===== src/rtl/xc_malu_sequencer.sv =====
// xc_malu_sequencer
// Accepts one XCrypto multi-precision request at a time, normalises its
// modifiers, and expands it into one or two xc_malu micro-ops. The final
// xc_malu result is captured and returned on a valid/ready response port.
//
// Ports:
//   clock, resetn              core clock, async active-low reset
//   req_*                      request from decode/dispatch (valid/ready)
//   kill                       abandon the in-flight request
//   malu_valid/ready/flush     xc_malu handshake and state clear
//   malu_rs1..3, malu_uop,
//   malu_lh_sign/rh_sign/
//   malu_carryless, malu_pw    registered micro-op payload
//   malu_result                64-bit xc_malu result
//   rsp_valid/ready            response handshake to writeback
//   rsp_rd, rsp_rd_hi          result low/high words
//   rsp_wide, rsp_err          both words written / illegal op
module xc_malu_sequencer (
   input  logic        clock,
   input  logic        resetn,
   input  logic        req_valid,
   output logic        req_ready,
   input  logic [3:0]  req_op,
   input  logic        req_lh_sign,
   input  logic        req_rh_sign,
   input  logic        req_carryless,
   input  logic [4:0]  req_pw,
   input  logic [31:0] req_rs1,
   input  logic [31:0] req_rs2,
   input  logic [31:0] req_rs3,
   input  logic        kill,
   output logic        malu_valid,
   input  logic        malu_ready,
   output logic        malu_flush,
   output logic [31:0] malu_rs1,
   output logic [31:0] malu_rs2,
   output logic [31:0] malu_rs3,
   output logic [10:0] malu_uop,
   output logic        malu_lh_sign,
   output logic        malu_rh_sign,
   output logic        malu_carryless,
   output logic [4:0]  malu_pw,
   input  logic [63:0] malu_result,
   output logic        rsp_valid,
   input  logic        rsp_ready,
   output logic [31:0] rsp_rd,
   output logic [31:0] rsp_rd_hi,
   output logic        rsp_wide,
   output logic        rsp_err
);

   localparam int unsigned UOP_W = 11;
   localparam int unsigned PW_W  = 5;
   localparam logic [PW_W-1:0] PW_32 = PW_W'(1);

   typedef enum logic [1:0] {
      IDLE   = 2'd0,
      ISSUE1 = 2'd1,
      ISSUE2 = 2'd2,
      RESP   = 2'd3
   } state_t;

   state_t state;
   logic   two_uop;

   // Request decode and modifier normalisation
   logic             op_legal;
   logic             is_divrem;
   logic             is_mulpmul;
   logic             is_pmul;
   logic             n_lh;
   logic             n_rh;
   logic             n_cl;
   logic [PW_W-1:0]  n_pw;
   logic [UOP_W-1:0] n_uop;
   logic             n_two;
   logic             n_wide;

   always_comb begin
      op_legal   = !req_op[3];
      is_divrem  = (req_op == 4'd0) || (req_op == 4'd1);
      is_mulpmul = (req_op == 4'd2) || (req_op == 4'd3);
      is_pmul    = (req_op == 4'd3);
      n_two      = (req_op == 4'd5) || (req_op == 4'd6) || (req_op == 4'd7);
      n_wide     = (req_op == 4'd2) || n_two;

      n_lh = req_lh_sign;
      n_rh = req_rh_sign;
      n_cl = req_carryless && is_mulpmul;
      if (is_divrem) begin
         n_rh = req_lh_sign;
         n_cl = 1'b0;
      end
      // Carry-less arithmetic has no notion of sign
      if (n_cl) begin
         n_lh = 1'b0;
         n_rh = 1'b0;
      end
      n_pw = is_pmul ? req_pw : PW_32;

      // First uop; the second (_2) variant is always the next bit up
      case (req_op[2:0])
         3'd0:    n_uop = UOP_W'(1) << 0;
         3'd1:    n_uop = UOP_W'(1) << 1;
         3'd2:    n_uop = UOP_W'(1) << 2;
         3'd3:    n_uop = UOP_W'(1) << 3;
         3'd4:    n_uop = UOP_W'(1) << 4;
         3'd5:    n_uop = UOP_W'(1) << 5;
         3'd6:    n_uop = UOP_W'(1) << 7;
         default: n_uop = UOP_W'(1) << 9;
      endcase
   end

   // Combinational handshake outputs
   logic in_issue;
   logic malu_hs;

   always_comb begin
      in_issue   = (state == ISSUE1) || (state == ISSUE2);
      malu_hs    = malu_valid && malu_ready;
      req_ready  = (state == IDLE) && !kill;
      malu_flush = (in_issue && kill) ||
                   (malu_hs && ((state == ISSUE2) || ((state == ISSUE1) && !two_uop)));
   end

   // Sequencer FSM with registered outputs
   always_ff @(posedge clock or negedge resetn) begin
      if (!resetn) begin
         state          <= IDLE;
         two_uop        <= 1'b0;
         malu_valid     <= 1'b0;
         malu_rs1       <= '0;
         malu_rs2       <= '0;
         malu_rs3       <= '0;
         malu_uop       <= '0;
         malu_lh_sign   <= 1'b0;
         malu_rh_sign   <= 1'b0;
         malu_carryless <= 1'b0;
         malu_pw        <= '0;
         rsp_valid      <= 1'b0;
         rsp_rd         <= '0;
         rsp_rd_hi      <= '0;
         rsp_wide       <= 1'b0;
         rsp_err        <= 1'b0;
      end else if (kill) begin
         state      <= IDLE;
         malu_valid <= 1'b0;
         rsp_valid  <= 1'b0;
      end else begin
         case (state)
            IDLE: begin
               if (req_valid) begin
                  if (!op_legal) begin
                     rsp_valid <= 1'b1;
                     rsp_err   <= 1'b1;
                     rsp_wide  <= 1'b0;
                     rsp_rd    <= '0;
                     rsp_rd_hi <= '0;
                     state     <= RESP;
                  end else begin
                     malu_valid     <= 1'b1;
                     malu_rs1       <= req_rs1;
                     malu_rs2       <= req_rs2;
                     malu_rs3       <= req_rs3;
                     malu_uop       <= n_uop;
                     malu_lh_sign   <= n_lh;
                     malu_rh_sign   <= n_rh;
                     malu_carryless <= n_cl;
                     malu_pw        <= n_pw;
                     two_uop        <= n_two;
                     rsp_wide       <= n_wide;
                     rsp_err        <= 1'b0;
                     state          <= ISSUE1;
                  end
               end
            end
            ISSUE1: begin
               if (malu_ready) begin
                  if (two_uop) begin
                     // First-half result is dropped; xc_malu keeps its accumulator
                     malu_uop <= malu_uop << 1;
                     state    <= ISSUE2;
                  end else begin
                     malu_valid <= 1'b0;
                     rsp_valid  <= 1'b1;
                     rsp_rd     <= malu_result[31:0];
                     rsp_rd_hi  <= malu_result[63:32];
                     state      <= RESP;
                  end
               end
            end
            ISSUE2: begin
               if (malu_ready) begin
                  malu_valid <= 1'b0;
                  rsp_valid  <= 1'b1;
                  rsp_rd     <= malu_result[31:0];
                  rsp_rd_hi  <= malu_result[63:32];
                  state      <= RESP;
               end
            end
            RESP: begin
               if (rsp_ready) begin
                  rsp_valid <= 1'b0;
                  state     <= IDLE;
               end
            end
            default: state <= IDLE;
         endcase
      end
   end

endmodule


===== config.mk =====
export PLATFORM = sky130hd
export DESIGN_NAME = xc_malu_sequencer
export DESIGN_NICKNAME = d
export VERILOG_FILES = /design/src/rtl/xc_malu_sequencer.sv
export SDC_FILE = /design/constraint.sdc
export NUM_CORES = 1
export LEC_CHECK = 0
export CAP_MARGIN = 40
export CORE_ASPECT_RATIO = 1.1
export CORE_MARGIN = 3
export CORE_UTILIZATION = 25
export DETAILED_ROUTE_END_ITERATION = 12
export PLACE_DENSITY = 0.52
export SLEW_MARGIN = 20
export SYNTH_ARGS = -nofsm -noshare
export SYNTH_HDL_FRONTEND = slang
export SYNTH_SLANG_ARGS = --single-unit

===== constraint.sdc =====
create_clock -name clock -period 2.5 [get_ports clock]
set_input_delay 0.5 -clock clock [delete_from_list [all_inputs] [get_ports clock]]
set_output_delay 0.5 -clock clock [all_outputs]
set_load 0.05 [all_outputs]

==> results.py, run 1 <==
metrics = {
    "worst_setup_path": {
        "crit_type": "register to primary output",
        "rr_worst_depth": 8,
        "cp-start-kind": "register",
        "r2r_start": "state[1]",
        "regToRegSetupSlack_ns": 0.39,
        "crit_path_end_kind": "primary output",
        "critical_path_peak_fanout": 6,
        "cp.required_ns": 2.00,
        "r2r_end": "rsp_rd_hi[13]",
        "cp.arrival_ns": 1.86,
    },
    "timing": {
        "fmax_mhz": 424.2,
        "hold_viol": 0,
        "grt_setup_unrepaired": "false",
        "drv_slew": 0,
        "worst_pin_slew_ns": 0.5984,
        "finClkSkew_ns": 0.01278,
        "finalCritPeriodShare": 0.9429,
        "tns_ns": 0,
        "setup_viol": 0,
        "layout_setup_ws_ns": 0.1428,
        "slew-limit-headroom": 0.5998,
        "layout_min_cycle_time_ns": 2.357,
    },
    "cts": {
        "cts_buffers": 17,
        "ctsRootBufferMaster": "clkbuf_16",
        "cts_tree": "built",
        "insertion_delay_ns": 0.44,
        "cts_resized": 0,
        "path_clk_slew_ns": 0.07,
        "clock_path_buffers": 2,
        "htreeDepth": 4,
        "cts.sinks": 186,
    },
    "synthesis": {
        "async_flop_share": 1.000,
        "ys_seq_elements": 186,
        "ys_types": 35,
        "yosysWarnings": 0,
        "synth.area.top_cells": "dfrtp_1 60%, nand2_1 17%, mux2i_1 8.2%",
        "ys_seq_area_frac": 0.5984,
        "syn_inst": 817,
        "synth_area_mm2": 0.007779,
        "yosysTopAreaCell": "dfrtp_1",
        "syn-num-nets": 1000,
        "avgSynthCellArea_um2": 9.521,
        "synth_top_area_frac": 0.5984,
        "synth-main-ff-cell": "dfrtp_1",
        "synth_edf_count": 0,
    },
    "global_route": {
        "grt_max_degree": 61,
        "antenna_found_initial": 1,
        "grt_pass1_wl_um": 39900,
        "grt-ovfl-total": 0,
        "grt_pass1_vias": 6726,
        "track_usage": 0.1549,
    },
    "floorplan": {
        "core_mm2": 0.03060,
        "ios": 363,
        "die_w_um": 174.2,
        "initial_utilization": 0.2542,
        "rows": 67,
        "die-height_um": 191.0,
        "fp.dieArea_mm2": 0.03327,
    },
    "drt": {
        "drc_errors": 0,
        "drtIter0Drc": 317,
        "avgRoutedWirePerCell_um": 16.04,
        "totalWireLength_um": 25740,
        "viasPerCell": 4.077,
        "first_pass_iters": 4,
        "vias": 6544,
        "ant_nets": 0,
    },
    "placed_design": {
        "pre_cts_ws_ns": 0.1841,
        "place_inst": 1574,
        "place_congestion": 0.8012,
        "place_hpwl_um": 18900,
        "port_buffers": 362,
    },
    "finish": {
        "fillers": 3028,
        "final_cells": 1605,
        "syn_to_final_growth_pct": 61.73,
        "final_nets": 1363,
        "antenna_cells": 0,
        "layout_common_cells": "359 x nand2_1, 359 x clkdlybuf4s50_1, 186 x dfrtp_1",
        "final_layout_size_suffix_gt1_frac": 0.05458,
    },
    "power": {
        "total_power_uw": 19190,
        "powerDensity_mw_per_mm2": 1525,
        "power_leakage_uw": 0.005737,
        "vdd_ir_drop_max_uv": 548.0,
    },
    "worst_hold_path": {
        "min_path_cells": 2,
        "hold_start": "malu_rs1[16]",
        "hold_class": "register to register",
        "worstHoldEndpoint": "malu_rs1[16]",
    },
    "outcome": {
        "status": "completed",
    },
    "flow_run": {
        "drv_cap": 0,
    },
}
repair_timing:
action / CTS / global route
hold buffers: 1 / 0
buffers inserted: 0 / 0
endpoints found under the setup margin: 0 / 0
hold endpoints to repair: 9 / 0
through the flow:
step / cell area [µm²] / utilization / hold slack (ns)
after floorplan: 7779 / - / 0.2044
final: 12580 / 0.4112 / 0.4730
after CTS: 12580 / 0.4112 / 0.4780
after detailed placement: 11990 / 0.3919 / 0.4610
after global routing: 12580 / 0.4112 / 0.4934
after global placement: 11990 / 0.3919 / 0.4572
cell families after synthesis:
kind of cell               share of synthesized area
buffers and inverters                        0.07286
muxes                                        0.08380
AOI/OAI and AO/OA                            0.03908
adders and majority gates                   0.008042
DFF                                           0.5984
and+or+nand+nor                               0.1978
worst max path at each step:
stage	from	end	slack (ns)	depth (start not counted)
after floorplan	state[0]	req_ready	0.49	4
after global placement	malu_ready	rsp_rd_hi[27]	0.23	6
after detailed placement	malu_ready	rsp_rd_hi[28]	0.18	6
after CTS	state[1]	malu_flush	0.10	5
after global routing	state[0]	malu_flush	0.04	5
final	state[1]	malu_flush	0.14	5
power by group:
part           total (µW)  internal (µW)  switching [µW]
logic               11300           3740            7540
clock network        2760           1510            1250
registers            5150           4390             759
total               19200           9640            9550
sequential cells by signal (all words and copies together), names as in the netlist, 2 cells and up:
register	count
malu_rs1	32
malu_rs2	32
malu_rs3	32
rsp_rd	32
rsp_rd_hi	32
malu_uop	11
malu_pw	5
state	2
routing by layer:
layer,routed length (µm),track usage,vias to the layer above
li1,-,-,3257
met1,10770,0.1909,3062
met2,12840,0.2580,187
met3,1431,0.04112,36
met4,692,0.06343,2
met5,7,0,-
final cells by class:
class                   instances  area (µm²)  share of cell area
clock buffers                  18       439.2             0.03491
clock inverters                12       141.4             0.01124
inverters                      77       289.0             0.02297
multi-input cells             511        2576              0.2048
flip-flops and latches        186        4654              0.3700
well taps                     414       518.0             0.04117
repair buffers                387        3963              0.3150
worst max-delay path: stages (launching register included):
cell     delay (ns)
dfrtp_1        0.39
inv_1          0.10
ha_1           0.28
a21o_1         0.20
a32o_1         0.29
buf_12         0.16
synthesized netlist by cell type (2+ instances only):
cell	instances
nand3b_1	2
buf_2	18
a21oi_1	11
a32oi_1	5
o31ai_1	2
nand2b_1	3
nand3_1	8
inv_1	76
clkbuf_1	12
a211oi_1	3
nand2_1	359
buf_6	12
mux2i_1	64
ha_1	5
a22o_1	5
a22oi_1	3
dfrtp_1	186
nor2b_1	3
nor2_1	17
o21ai_0	8
Note: power is estimated with default switching activity, not from simulation.
==> inputs of run 2 (changes only) <==
- CELL_PAD_IN_SITES_DETAIL_PLACEMENT: default -> 1
- CELL_PAD_IN_SITES_GLOBAL_PLACEMENT: default -> 2
- CORE_MARGIN: 3 -> 4
- CORE_UTILIZATION: 25 -> 23
- PLACE_DENSITY: 0.52 -> 0.78
==> run 2 against run 1 <==
Register-to-register slack got worse by 0.12 ns. Largest power group unchanged. Utilization decreased by 3.5 points. Critical path type unchanged. First-iteration DRC count decreased by 27%. Critical path depth unchanged. Global-route usage decreased by 0.52 points. Worst hold slack got worse by 0.0059 ns. Critical endpoint unchanged. Sequential power about the same.
==> results.py, run 2 (synthesis results as in run 1) <==
metrics = {
    "finish": {
        "syn_to_final_growth_pct": 61.04,
        "mostFrequentLayoutCell": "nand2_1",
        "final_nets": 1359,
        "antenna_cells": 0,
        "layout_common_cells": "359 x nand2_1, 358 x clkdlybuf4s50_1, 186 x dfrtp_1",
        "final_util": 0.3764,
        "final_layout_size_suffix_gt1_frac": 0.05214,
    },
    "cts": {
        "cts_resized": 0,
        "cts_tree": "built",
        "path_clk_slew_ns": 0.07,
        "cts.sinks": 186,
        "clock_path_buffers": 2,
        "insertion_delay_ns": 0.44,
        "htreeDepth": 4,
        "ctsRootBufferMaster": "clkbuf_16",
        "cts_buffers": 17,
    },
    "global_route": {
        "antenna_found_initial": 0,
        "grt-ovfl-total": 0,
        "grt_pass1_vias": 7484,
        "grt_max_degree": 65,
        "track_usage": 0.1497,
        "grt_pass1_wl_um": 43680,
    },
    "floorplan": {
        "die_w_um": 183.3,
        "fp.dieArea_mm2": 0.03683,
        "initial_utilization": 0.2337,
        "ios": 363,
        "die-height_um": 200.9,
        "core_mm2": 0.03328,
        "rows": 70,
    },
    "timing": {
        "slew-limit-headroom": 0.5594,
        "timing.hold.ws_ns": 0.4671,
        "finalCritPeriodShare": 0.9514,
        "fmax_mhz": 420.4,
        "setup_viol": 0,
        "hold_viol": 0,
        "grt_setup_unrepaired": "false",
        "tns_ns": 0,
        "drv_slew": 0,
        "finClkSkew_ns": 0.009638,
        "layout_min_cycle_time_ns": 2.378,
        "worst_pin_slew_ns": 0.6589,
    },
    "drt": {
        "drc_errors": 0,
        "ant_nets": 0,
        "avgRoutedWirePerCell_um": 17.19,
        "drtIter0Drc": 231,
        "totalWireLength_um": 27860,
        "viasPerCell": 4.168,
        "first_pass_iters": 4,
        "vias": 6756,
    },
    "placed_design": {
        "port_buffers": 362,
        "place_congestion": 0.7257,
        "place_hpwl_um": 20670,
    },
    "outcome": {
        "status": "completed",
    },
    "worst_setup_path": {
        "cp.required_ns": 2.00,
        "crit_path_end_kind": "primary output",
        "cp-start-kind": "register",
        "cp.arrival_ns": 1.88,
        "crit_type": "register to primary output",
        "critical_path_peak_fanout": 4,
    },
    "power": {
        "powerDensity_mw_per_mm2": 1538,
        "vdd_ir_drop_max_uv": 529.2,
        "power_leakage_uw": 0.005703,
    },
    "worst_hold_path": {
        "hold_class": "register to register",
    },
    "flow_run": {
        "drv_cap": 0,
    },
}
run 2: cell types whose count changed in the layout (fill, tap and decap cells not counted), sizes merged:
cell / before / now
buf: 26 / 23
clkbuf: 19 / 21
clkdlybuf4s50: 359 / 358
clkinv: 3 / 5
inv: 82 / 80
run 2: layout make-up:
class / count / area [µm²]
Sequential cell: 186 / 4654
Timing Repair Buffer: 383 / 3880
Clock inverter: 12 / 140.1
Multi-Input combinational cell: 511 / 2576
Inverter: 77 / 289.0
Tap cell: 432 / 540.5
Fill cell: 3791 / 20750
Clock buffer: 20 / 446.7
run 2: critical path, stage by stage, from the launching register on:
cell     delay (ns)
dfrtp_1        0.42
inv_1          0.10
ha_1           0.27
a21o_1         0.20
a32o_1         0.30
buf_12         0.16
run 2: repair_timing:
item                      in CTS  in global routing
hold endpoints to repair      29                  0
buffers inserted               0                  0
hold buffers                   1                  0
run 2: path summary, 6_finish.rpt:
check | startpoint | endpoint | slack [ns] | depth (start not counted)
max in group asynchronous | resetn | malu_rs2[10] | 1.26 | 3
setup / recovery | state[0] | malu_flush | 0.12 | 5
setup reg to reg | state[1] | rsp_rd_hi[16] | 0.27 | 8
min in group asynchronous | resetn | rsp_rd[21] | 0.55 | 2
hold / removal | malu_lh_sign | malu_lh_sign | 0.47 | 2
hold reg to reg | malu_lh_sign | malu_lh_sign | 0.47 | 2
run 2: through the flow:
step / area, µm² / total power [µW] / std cells / setup slack [ns]
2_1_floorplan: 7779 / 12430 / 817 / 0.4860
3_3_place_gp: 11930 / 16490 / 1588 / 0.1957
3_5_place_dp: 11930 / 16670 / 1588 / 0.1146
4_1_cts: 12530 / 19600 / 1621 / 0.06798
5_1_grt: 12530 / 20410 / 1621 / 0.006576
6_report: 12530 / 19270 / 1621 / 0.1216
run 2: per-layer routing:
layer / track usage / part of all wire / vias to the layer above
li1: - / - / 3235
met1: 0.1797 / 0.41 / 3280
met2: 0.2517 / 0.49 / 226
met3: 0.06270 / 0.096 / 15
met4: 0.03167 / 0.0092 / 0
met5: 0 / 0 / -
run 2: power by group:
group / internal [µW] / switching [µW] / total (µW)
clock: 1520 / 1280 / 2790
combinational: 3670 / 7620 / 11300
sequential: 4390 / 788 / 5180
total: 9580 / 9690 / 19300
